<file path="src/rtl/uart_rx.sv">
// UART receiver: 8N1 serial line to bytes on a valid/ready handshake.
// Define UART_RX_PARITY_EN to receive 8E1 frames with even-parity checking.
module uart_rx #(
    parameter int CLKS_PER_BIT = 868
) (
    input  logic       clk,
    input  logic       reset,
    input  logic       rx,
    output logic [7:0] rx_data,
    output logic       rx_valid,
    input  logic       rx_ready,
    output logic       frame_err,
    output logic       overrun_err,
    output logic       parity_err
);

    localparam int CW = (CLKS_PER_BIT > 1) ? $clog2(CLKS_PER_BIT) : 1;
    localparam logic [CW-1:0] HALF_M1 = CW'(CLKS_PER_BIT / 2 - 1);
    localparam logic [CW-1:0] FULL_M1 = CW'(CLKS_PER_BIT - 1);
    localparam logic [CW-1:0] CNT_ONE = CW'(1);

    typedef enum logic [2:0] {
        S_IDLE      = 3'd0,
        S_START     = 3'd1,
        S_DATA      = 3'd2,
`ifdef UART_RX_PARITY_EN
        S_PARITY    = 3'd3,
`endif
        S_STOP      = 3'd4,
        S_WAIT_IDLE = 3'd5
    } state_t;

`ifdef UART_RX_PARITY_EN
    function automatic logic even_parity(input logic [7:0] d);
        return ^d;
    endfunction
`endif

    logic          sync1_q, rxs_q, rxs_prev_q;
    state_t        state_q, state_d;
    logic [CW-1:0] cnt_q, cnt_d;
    logic [2:0]    bit_q, bit_d;
    logic [7:0]    shift_q, shift_d;
    logic [7:0]    data_q, data_d;
    logic          valid_q, valid_d;
    logic          fe_q, ov_q, ov_d, pe_q;
    logic          deliver_s, frame_bad_s, par_bad_s;
`ifdef UART_RX_PARITY_EN
    logic          par_q, par_d;
`endif

    // Input synchroniser and previous-sample register for start-edge detection
    always_ff @(posedge clk or posedge reset) begin
        if (reset) begin
            sync1_q    <= 1'b1;
            rxs_q      <= 1'b1;
            rxs_prev_q <= 1'b1;
        end else begin
            sync1_q    <= rx;
            rxs_q      <= sync1_q;
            rxs_prev_q <= rxs_q;
        end
    end

    // Frame FSM state, baud counter, bit counter and shift register
    always_ff @(posedge clk or posedge reset) begin
        if (reset) begin
            state_q <= S_IDLE;
            cnt_q   <= '0;
            bit_q   <= 3'd0;
            shift_q <= 8'h00;
        end else begin
            state_q <= state_d;
            cnt_q   <= cnt_d;
            bit_q   <= bit_d;
            shift_q <= shift_d;
        end
    end

`ifdef UART_RX_PARITY_EN
    // Captured parity bit
    always_ff @(posedge clk or posedge reset) begin
        if (reset) begin
            par_q <= 1'b0;
        end else begin
            par_q <= par_d;
        end
    end
`endif

    // Next-state logic; every sample happens when the baud counter reaches zero
    always_comb begin
        state_d     = state_q;
        cnt_d       = cnt_q;
        bit_d       = bit_q;
        shift_d     = shift_q;
        deliver_s   = 1'b0;
        frame_bad_s = 1'b0;
        par_bad_s   = 1'b0;
`ifdef UART_RX_PARITY_EN
        par_d       = par_q;
`endif
        case (state_q)
            S_IDLE: begin
                if (rxs_prev_q && !rxs_q) begin
                    cnt_d   = HALF_M1;
                    state_d = S_START;
                end else begin
                    state_d = S_IDLE;
                end
            end
            S_START: begin
                if (cnt_q != '0) begin
                    cnt_d = cnt_q - CNT_ONE;
                end else if (rxs_q) begin
                    state_d = S_IDLE;
                end else begin
                    cnt_d   = FULL_M1;
                    bit_d   = 3'd0;
                    state_d = S_DATA;
                end
            end
            S_DATA: begin
                if (cnt_q != '0) begin
                    cnt_d = cnt_q - CNT_ONE;
                end else begin
                    shift_d = {rxs_q, shift_q[7:1]};
                    cnt_d   = FULL_M1;
                    bit_d   = bit_q + 3'd1;
                    if (bit_q == 3'd7) begin
`ifdef UART_RX_PARITY_EN
                        state_d = S_PARITY;
`else
                        state_d = S_STOP;
`endif
                    end else begin
                        state_d = S_DATA;
                    end
                end
            end
`ifdef UART_RX_PARITY_EN
            S_PARITY: begin
                if (cnt_q != '0) begin
                    cnt_d = cnt_q - CNT_ONE;
                end else begin
                    par_d   = rxs_q;
                    cnt_d   = FULL_M1;
                    state_d = S_STOP;
                end
            end
`endif
            S_STOP: begin
                if (cnt_q != '0) begin
                    cnt_d = cnt_q - CNT_ONE;
                end else if (!rxs_q) begin
                    // Framing error wins over parity; wait out a held-low line
                    frame_bad_s = 1'b1;
                    state_d     = S_WAIT_IDLE;
`ifdef UART_RX_PARITY_EN
                end else if (par_q != even_parity(shift_q)) begin
                    par_bad_s = 1'b1;
                    state_d   = S_IDLE;
`endif
                end else begin
                    deliver_s = 1'b1;
                    state_d   = S_IDLE;
                end
            end
            S_WAIT_IDLE: begin
                if (rxs_q) begin
                    state_d = S_IDLE;
                end else begin
                    state_d = S_WAIT_IDLE;
                end
            end
            default: begin
                state_d = S_IDLE;
            end
        endcase
    end

    // Holding register: a consumer transfer in the delivery cycle frees the slot
    always_comb begin
        data_d  = data_q;
        valid_d = valid_q;
        ov_d    = 1'b0;
        if (deliver_s) begin
            if (!valid_q || rx_ready) begin
                data_d  = shift_q;
                valid_d = 1'b1;
            end else begin
                ov_d = 1'b1;
            end
        end else if (valid_q && rx_ready) begin
            valid_d = 1'b0;
        end else begin
            valid_d = valid_q;
        end
    end

    // Registered byte output and single-cycle error pulses
    always_ff @(posedge clk or posedge reset) begin
        if (reset) begin
            data_q  <= 8'h00;
            valid_q <= 1'b0;
            fe_q    <= 1'b0;
            ov_q    <= 1'b0;
            pe_q    <= 1'b0;
        end else begin
            data_q  <= data_d;
            valid_q <= valid_d;
            fe_q    <= frame_bad_s;
            ov_q    <= ov_d;
            pe_q    <= par_bad_s;
        end
    end

    assign rx_data     = data_q;
    assign rx_valid    = valid_q;
    assign frame_err   = fe_q;
    assign overrun_err = ov_q;
    assign parity_err  = pe_q;

endmodule

</file>
<file path="config.mk">
export PLATFORM = sky130hd
export DESIGN_NAME = uart_rx
export DESIGN_NICKNAME = d
export VERILOG_FILES = /design/src/rtl/uart_rx.sv
export SDC_FILE = /design/constraint.sdc
export NUM_CORES = 1
export LEC_CHECK = 0
export ABC_AREA = 1
export ABC_CLOCK_PERIOD_IN_PS = 3700
export CORE_MARGIN = 2
export CORE_UTILIZATION = 55
export DETAILED_ROUTE_END_ITERATION = 8
export DONT_BUFFER_PORTS = 1
export PLACE_DENSITY = 0.74
export SLEW_MARGIN = 0
export SYNTH_ARGS = -nofsm -noshare
export SYNTH_HDL_FRONTEND = slang
export SYNTH_SLANG_ARGS = --single-unit
</file>
<file path="constraint.sdc">
create_clock -name clk -period 3.7 [get_ports clk]
set_input_delay 0.37 -clock clk [delete_from_list [all_inputs] [get_ports clk]]
set_output_delay 0.37 -clock clk [all_outputs]
set_load 0.01 [all_outputs]
</file>
* After elaboration in Yosys (flattened, before gate mapping)
Index checks and enable logic that the tools add are counted.
W data, S select, Z words.
** Word-level totals
- Bits of input ports :: 4
- Bits in registers :: 38
- Logic and storage cells :: 72
- Output and inout port bits :: 12
** Operators by class
- Reduce and logical (&&, ||, !) cells :: 16
- Equal/unequal tests :: 13
- Mux-type cells :: 29
- Add/subtract/negate cells :: 2
- Bitwise logic cells :: 1
** Operators by type and width (number)
- $mux W10 :: 5
- $pmux W10 S4 :: 1
- $mux W3 :: 8
- $pmux W3 S5 :: 1
- $mux W1 :: 12
- $ne A2 B2 Y1 const B :: 6
- $reduce_bool A10 Y1 :: 1
- $sub A10 B1 Y10 const B :: 1
- $eq A3 B3 Y1 const B :: 3
- $reduce_and A4 Y1 :: 2
- $pmux W3 S2 :: 1
- $reduce_and A2 Y1 :: 3
- $reduce_bool A2 Y1 :: 2
- $reduce_bool A4 Y1 :: 1
- $add A3 B1 Y3 const B :: 1
- $eq A3 B1 Y1 const B :: 1
- $eq A3 B2 Y1 const B :: 1
- $logic_not A3 Y1 :: 1
- $ne A3 B3 Y1 const B :: 1
- $reduce_and A3 Y1 :: 1
- $logic_and A1 B1 Y1 :: 2
- $logic_not A1 Y1 :: 2
- $mux W2 :: 1
- $ne A2 B1 Y1 const B :: 1
- other kinds (2) :: 2

* Depth between registers and ports, before layout
Gate-level depths: netlist of run 1.
- Word-level depth :: 5
- Depth in mapped cells :: 10
- Mapped depth without buffers :: 9

* Least setup slack after synthesis of run 1
OpenSTA, ideal clock, no wires.
- Path type :: reg-to-reg
- From :: register cnt_q[0]
- To :: register data_q[1], in the netlist rx_data[1]
- Stages on the path, launching flop included :: 11
- Path buffers :: 1
- Arrival time :: 1.437 ns
- Slack :: 2.146 ns
- Clock period less this slack :: 1.554 ns
- Cell sequence :: dfrtp_1 inv_1 ha_1 nand2_1 nor2_4 nand2_4 nor2_4 nand3_4 buf_6 nand2_2 o21ai_2
** On the way
- Cells in the longest elaborated chain, start to end :: 4
** Ends and longest elaborated chain
- start, declared :: line 41 : logic [CW-1:0] cnt_q, cnt_d;
- start signal, assigned :: line 74 : cnt_q <= cnt_d;
- $reduce_bool A10 Y1 :: line 153 : if (cnt_q != '0) begin
- $mux W1 :: line 153
- $mux W1 :: line 103 : case (state_q)
- $reduce_and A2 Y1 (no line)
- end signal, assigned :: line 210 : data_q <= data_d;
- end, declared :: line 44 : logic [7:0] data_q, data_d;
Every way passes these cells.
A chain may end at the register's enable or synchronous reset.

* Final worst setup path of run 1
- From :: register cnt_q[0]
- To :: register data_q[5], in the netlist rx_data[5]
Same word-level chain as after synthesis.

==> results of run 1 <==
worst max-delay path by stage:
stage | cells after the start | endpoint | startpoint
floorplan | 10 | rx_data[1]$_DFFE_PP0P_ | cnt_q[0]$_DFFE_PP0P_
finish | 9 | rx_data[5]$_DFFE_PP0P_ | cnt_q[0]$_DFFE_PP0P_
CTS | 9 | rx_data[5]$_DFFE_PP0P_ | cnt_q[0]$_DFFE_PP0P_
detailed placement | 9 | rx_data[5]$_DFFE_PP0P_ | cnt_q[0]$_DFFE_PP0P_
global route | 9 | rx_data[6]$_DFFE_PP0P_ | cnt_q[0]$_DFFE_PP0P_
global placement | 9 | rx_data[3]$_DFFE_PP0P_ | cnt_q[0]$_DFFE_PP0P_
timing repair:
item	in CTS	in global routing
hold buffers	1	0
setup buffers	0	0
hold endpoints to repair	1	0
flip-flops by register name, summed over array words and instances, names as in the netlist, 3 cells and up:
| signal | count |
|---|---|
| bit_q | 3 |
| shift_q | 8 |
| cnt_q | 10 |
| state_q | 3 |
| rx_data | 8 |
worst max-delay path: stages, from the launching register on:
cell and delay, ns:
dfrtp_1 0.42, inv_1 0.16, ha_1 0.20, nand2_1 0.11, nor2_4 0.15, nand2_4 0.09
nor2_4 0.12, nand3_4 0.21, nand2_1 0.15, o21ai_2 0.06
layer usage:
| layer | share of wire [%] | vias to the layer above | track usage [%] |
|---|---|---|---|
| li1 | - | 750 | - |
| met1 | 47 | 697 | 30.16 |
| met2 | 46 | 42 | 32.03 |
| met3 | 5.9 | 5 | 5.810 |
| met4 | 1.2 | 0 | 7.065 |
| met5 | 0 | - | 0 |
kinds of logic (layout without fill, tap and decap cells):
group	Yosys count	in the layout	share of synthesized area, %
and+or+nand+nor	121	121	29.93
AOI/OAI and AO/OA	31	31	9.702
other	1	1	0.1901
DFF	38	38	48.38
xor gates and xnor gates	3	3	1.332
adders and majority gates	4	4	2.537
buffers and inverters	34	41	7.419
muxes	1	1	0.5073
cell usage in the layout (no fill, tap or decap), types with 2 or more instances in the layout:
cell,count
inv_2,4
bufinv_16,2
dfstp_2,3
nor2_4,7
nand2_1,63
nand2_4,3
ha_1,4
clkbuf_4,5
o21ai_1,9
o21ai_2,9
inv_1,27
nor2_1,21
nand4_1,3
o21ai_0,11
dfrtp_1,35
nand2_2,4
xor2_1,3
nand3_1,16
power groups by stage:
stage | combinational [mW] | sequential (mW) | clock (mW)
floorplan | 0.329 | 0.542 | 0
global placement | 0.390 | 0.556 | 0
detailed placement | 0.398 | 0.559 | 0
CTS | 0.402 | 0.550 | 0.364
global route | 0.472 | 0.561 | 0.384
finish | 0.402 | 0.552 | 0.358
Yosys cell counts:
master / instances / area, um^2
ha_1: 4 / 50.05
nand2_4: 3 / 33.78
dfstp_2: 3 / 78.83
nor2_1: 21 / 78.83
conb_1: 1 / 3.750
xor2_1: 3 / 26.28
nand2_1: 63 / 236.5
nand2_2: 4 / 25.02
nor2_4: 7 / 78.83
nand3_1: 16 / 80.08
o21ai_0: 11 / 55.05
a21oi_1: 1 / 5.000
nand3_4: 1 / 17.52
o21ai_1: 9 / 45.04
nor3_1: 1 / 5.000
nor2_2: 1 / 6.260
dfrtp_1: 35 / 875.8
o21ai_2: 9 / 78.83
buf_6: 2 / 22.52
inv_2: 4 / 15.01
a21boi_0: 1 / 7.510
nand3_2: 1 / 10.01
mux2i_1: 1 / 10.01
inv_1: 27 / 101.4
buf_4: 1 / 7.510
nand4_1: 3 / 18.77
layout make-up:
cell class	instances	area [um^2]	share of cell area [%]
Sequential cell	38	954.7	44.94
Multi-Input combinational cell	161	872.1	41.05
Clock inverter	3	68.82	3.239
Inverter	31	116.4	5.477
Tap cell	46	57.56	2.709
Clock buffer	5	37.54	1.767
Timing Repair Buffer	2	17.52	0.8245
==> flow_summary.toml, run 1 <==
[floorplan]
die_y_um = 63.90
core-area_mm2 = 0.003390
die_area_mm2 = 0.004083
ios = 16
rows = 21
start_util_pct = 58.21
dieWidth_um = 63.90

[pwr]
power.share.clock_pct = 27.3
power.leakage_nw = 1.021
seqPwrFrac_pct = 42.1
p_int_uw = 823.3
power.switching_uw = 489.1
p_per_area_mw_per_mm2 = 617.7
power_frac_comb_pct = 30.6
peakVddDrop_v = 0.0003331
power_mw = 1.312
switching_share_pct = 37.27

[clocking]
insertion_delay_ns = 0.35
clock-root-buffer = "clkbuf_4"
h-tree-depth = 2
cts_max_path_buffers = 2
cts_buffers = 5
clk_pin_slew_worst_paths_ns = 0.12
tritoncts = "done"
cts.sinks = 38
cts_resized = 0

[layout]
drive_gt1_share_pct = 17.50
fillers = 287
antenna_cells = 0
final_cell_area_mm2 = 0.002125
nets = 247
instances_no_fill = 286
areaGrowthSynthToFinish_pct = 7.673
post-route-util_pct = 62.68

[run]
drv_cap = 0

[synthesis]
synth-warning-count = 0
ys_ff_latch = 38
avgSynthCellArea_um2 = 8.468
synth_cell_types = 26
ys_seq_area_share_pct = 48.38
synthCells = 233
synth_nets = 241
synth_area_mm2 = 0.001973

[drt]
vias_per_cell = 5.224
routed_wl_mm = 3.648
via_count = 1494
drt-wirelength-per-cell_um = 12.76
drt_first_pass_iters = 4
postRouteAntennaNets = 0
first_iter_violations = 120
drc_errors = 0

[placement]
placed_cell_area_mm2 = 0.002008
pre_cts_ws_ns = 1.938
hpwl_mm = 2.694
io_buffers = 0
place_inst = 277
place_congestion = 0.9167

[timing]
finalHoldViolCount = 2
fin_skew_ns = 0.007220
min_period_ns = 1.767
max_freq_ghz = 0.5658
rsz0062_at_grt = "no"
tns_ns = 0
setup_viol = 0
slew_violations = 0
finalCritPeriodShare_pct = 47.76
fin_ws_ns = 1.933
holdWs_ns = -0.0004701

[worst_setup_path]
r2r_cells = 9
crit_fanout = 16
r2r_slack_ns = 1.93
criticalPathCategory = "reg -> reg"
cp.arrival_ns = 2.01
r2r-end = "rx_data[5]$_DFFE_PP0P_"
crit_required_ns = 3.94
r2r_start = "cnt_q[0]$_DFFE_PP0P_"
cp-start-kind = "flop"
cp-end-kind = "flop"

[hold_path]
hold_path_class = "in -> async"

[outcome]
status = "complete, but fails checks"
violations = "negative hold slack"

[global_routing]
grt.overflow.total = 0
grt_usage_pct = 21.42
grt_pass1_wl_mm = 6.734
grt_max_degree = 39
antenna_found_initial = 0
grt_pass1_vias = 1477
Note: power is estimated with default switching activity, not from simulation.
==> run 2, diff against run 1 <==
ABC_AREA = 0   (was 1)
ABC_CLOCK_PERIOD_IN_PS = 1700   (was 3700)
clock period = 1.7 ns   (was 3.7 ns; I/O delays follow)
==> run 2 against run 1 <==
- critical endpoint is now rx_data[0]$_DFFE_PP0P_
- area after synthesis rose by 2.4%
- critical path type unchanged
- the run ends with negative setup slack left
- worst hold slack improved by 0.15 ns
- clock power rose to 2.7 times the previous value
- final cell count fell by 3.1%
- critical path depth fell by 1
- combinational power rose to 2.9 times the previous value
- global-route usage rose by 6.7 points
==> flow_summary.toml, run 2 <==
[synthesis]
synth_nets = 185
synth_area_leader_cell = "dfrtp_1"
avgSynthCellArea_um2 = 11.42
ys_ff_latch = 38
synth_edf_count = 0
netlist.area_leader.share_pct = 43.34
synthCells = 177
synth_cell_types = 54
synthArstFlopShare_pct = 100.0
synth_commonest_cells = "35 x dfrtp_1, 18 x mux2_2, 11 x nand2_1"
synth-warning-count = 0
synth_area_mm2 = 0.002021
ys_seq_area_share_pct = 47.24
synth_area_leaders = "dfrtp_1 43%, mux2_2 10%, dfstp_2 3.9%"
post-synth-top-count-cell = "dfrtp_1"
ys.flop_type = "dfrtp_1"

[worst_setup_path]
crit_fanout = 8
r2r_start = "cnt_q[0]$_DFFE_PP0P_"
criticalPathCategory = "reg -> reg"
crit_required_ns = 1.88
cp-start-kind = "flop"
cp-end-kind = "flop"
cp.arrival_ns = 2.03
r2r_slack_ns = -0.14
r2r_cells = 8
r2r-end = "rx_data[0]$_DFFE_PP0P_"

[layout]
areaGrowthSynthToFinish_pct = 42.11
layout_common_cells = "41 x buf_4, 33 x dfrtp_1, 18 x mux2_4"
drive_gt1_share_pct = 53.28
final_common_cell = "buf_4"
regMostFlops = "cnt_q"
post-route-util_pct = 79.63
instances_no_fill = 277
fillers = 183
antenna_cells = 0
largest_reg_flops = 10
nets = 236

[drt]
drc_errors = 0
via_count = 1743
drt-wirelength-per-cell_um = 22.23
routed_wl_mm = 6.159
vias_per_cell = 6.292
drt_first_pass_iters = 4
postRouteAntennaNets = 0
first_iter_violations = 149

[global_routing]
antenna_found_initial = 0
grt_pass1_vias = 1812
grt_pass1_wl_mm = 8.873
grt.overflow.total = 0
grt_usage_pct = 28.16
grt_max_degree = 39

[timing]
tns_ns = -3.128
fin_ws_ns = -0.1426
slew_violations = 0
setup_viol = 29
holdWs_ns = 0.1445
max_freq_ghz = 0.5427
rsz0062_at_grt = "yes"
fin_skew_ns = 0.01092
finalHoldViolCount = 0
min_period_ns = 1.843
finalCritPeriodShare_pct = 108.4

[floorplan]
ios = 16
die_area_mm2 = 0.004175
start_util_pct = 56.04
rows = 22
die_y_um = 64.62
dieWidth_um = 64.62
core-area_mm2 = 0.003606

[pwr]
switching_share_pct = 32.28
power_mw = 3.272
p_per_area_mw_per_mm2 = 1140
peakVddDrop_v = 0.0007819
power_frac_comb_pct = 35.1
power.share.clock_pct = 29.1
power.leakage_nw = 1.276
p_int_mw = 2.216
seqPwrFrac_pct = 35.8
power.switching_mw = 1.056

[clocking]
insertion_delay_ns = 0.30
h-tree-depth = 2
clk_pin_slew_worst_paths_ns = 0.08
cts_buffers = 5
tritoncts = "done"
cts.sinks = 38
clock-root-buffer = "clkbuf_8"
cts_max_path_buffers = 2

[placement]
place_congestion = 0.8548
place_inst = 252
io_buffers = 0
hpwl_mm = 3.414

[hold_path]
whs_path_depth = 2
hold_path_startpoint = "rx_ready"
min_to = "overrun_err$_DFF_PP0_"
hold_path_class = "in -> reg"

[run]
drv_cap = 0

[outcome]
violations = "negative setup slack"
status = "complete, but fails checks"
[run 2: per-layer routing]
| layer | vias to the layer above | global-route usage, % | share of wire [%] |
|---|---|---|---|
| li1 | 755 | - | - |
| met1 | 889 | 34.10 | 39 |
| met2 | 77 | 49.22 | 53 |
| met3 | 22 | 6.076 | 4.4 |
| met4 | 0 | 10.64 | 3.4 |
| met5 | - | 0 | 0 |
[run 2: area by class of cell]
cell class | count | area (um^2) | area share (%)
Tap cell | 48 | 60.06 | 2.092
Clock buffer | 5 | 68.82 | 2.397
Multi-Input combinational cell | 121 | 1217 | 42.40
Sequential cell | 38 | 957.2 | 33.33
Timing Repair Buffer | 54 | 469.2 | 16.34
Inverter | 8 | 30.03 | 1.046
Clock inverter | 3 | 68.82 | 2.397
[run 2: cells by family (layout without fill, tap and decap cells)]
group	count (synthesis)	after routing	share of synthesized area, %
adders and majority gates	4	4	2.477
muxes	20	20	11.27
buffers and inverters	18	70	4.953
other	1	1	0.1856
xor gates and xnor gates	1	1	0.4335
AOI/OAI and AO/OA	41	41	16.10
and+or+nand+nor	54	54	17.34
DFF	38	38	47.24
[run 2: worst max path at each step]
stage                           startpoint  depth (start not counted)                     end  slack, ns
floorplan             cnt_q[0]$_DFFE_PP0P_                          7  shift_q[1]$_DFFE_PP0P_      -0.09
global placement    state_q[0]$_DFFE_PP0P_                          4  rx_data[4]$_DFFE_PP0P_      -0.13
detailed placement  state_q[0]$_DFFE_PP0P_                          4  rx_data[4]$_DFFE_PP0P_      -0.15
CTS                   cnt_q[0]$_DFFE_PP0P_                          7  shift_q[5]$_DFFE_PP0P_      -0.10
global route          cnt_q[1]$_DFFE_PP0P_                          7  shift_q[0]$_DFFE_PP0P_      -0.20
finish                cnt_q[0]$_DFFE_PP0P_                          8  rx_data[0]$_DFFE_PP0P_      -0.14
[run 2: per-stage QoR]
| step | instance area [um^2] | worst slack, ns |
|---|---|---|
| floorplan | 2034 | -0.09348 |
| global placement | 2302 | -0.1270 |
| detailed placement | 2302 | -0.1532 |
| CTS | 2710 | -0.1018 |
| global route | 2872 | -0.1980 |
| finish | 2872 | -0.1426 |
[run 2: power by group through the flow]
stage | clock (mW) | sequential [mW] | combinational, mW
6_report | 0.952 | 1.17 | 1.15
5_1_grt | 0.992 | 1.18 | 1.21
4_1_cts | 0.941 | 1.16 | 0.974
3_5_place_dp | 0 | 1.17 | 0.833
3_3_place_gp | 0 | 1.16 | 0.791
2_1_floorplan | 0 | 1.18 | 0.453
[run 2: critical path, stage by stage (launching register included)]
cell	delay (ns)
dfrtp_1	0.40
inv_2	0.09
ha_4	0.13
nor3b_4	0.24
nand3_4	0.16
buf_12	0.16
nor2_4	0.11
buf_12	0.15
mux2_4	0.30
[run 2: repair_timing]
action	CTS	global route
buffers inserted	8	6
hold buffers	2	0
cloned	1	0
setup endpoints to repair	29	32
gates resized for setup	42	22
pin swaps	8	12
endpoints found under the hold margin	36	0
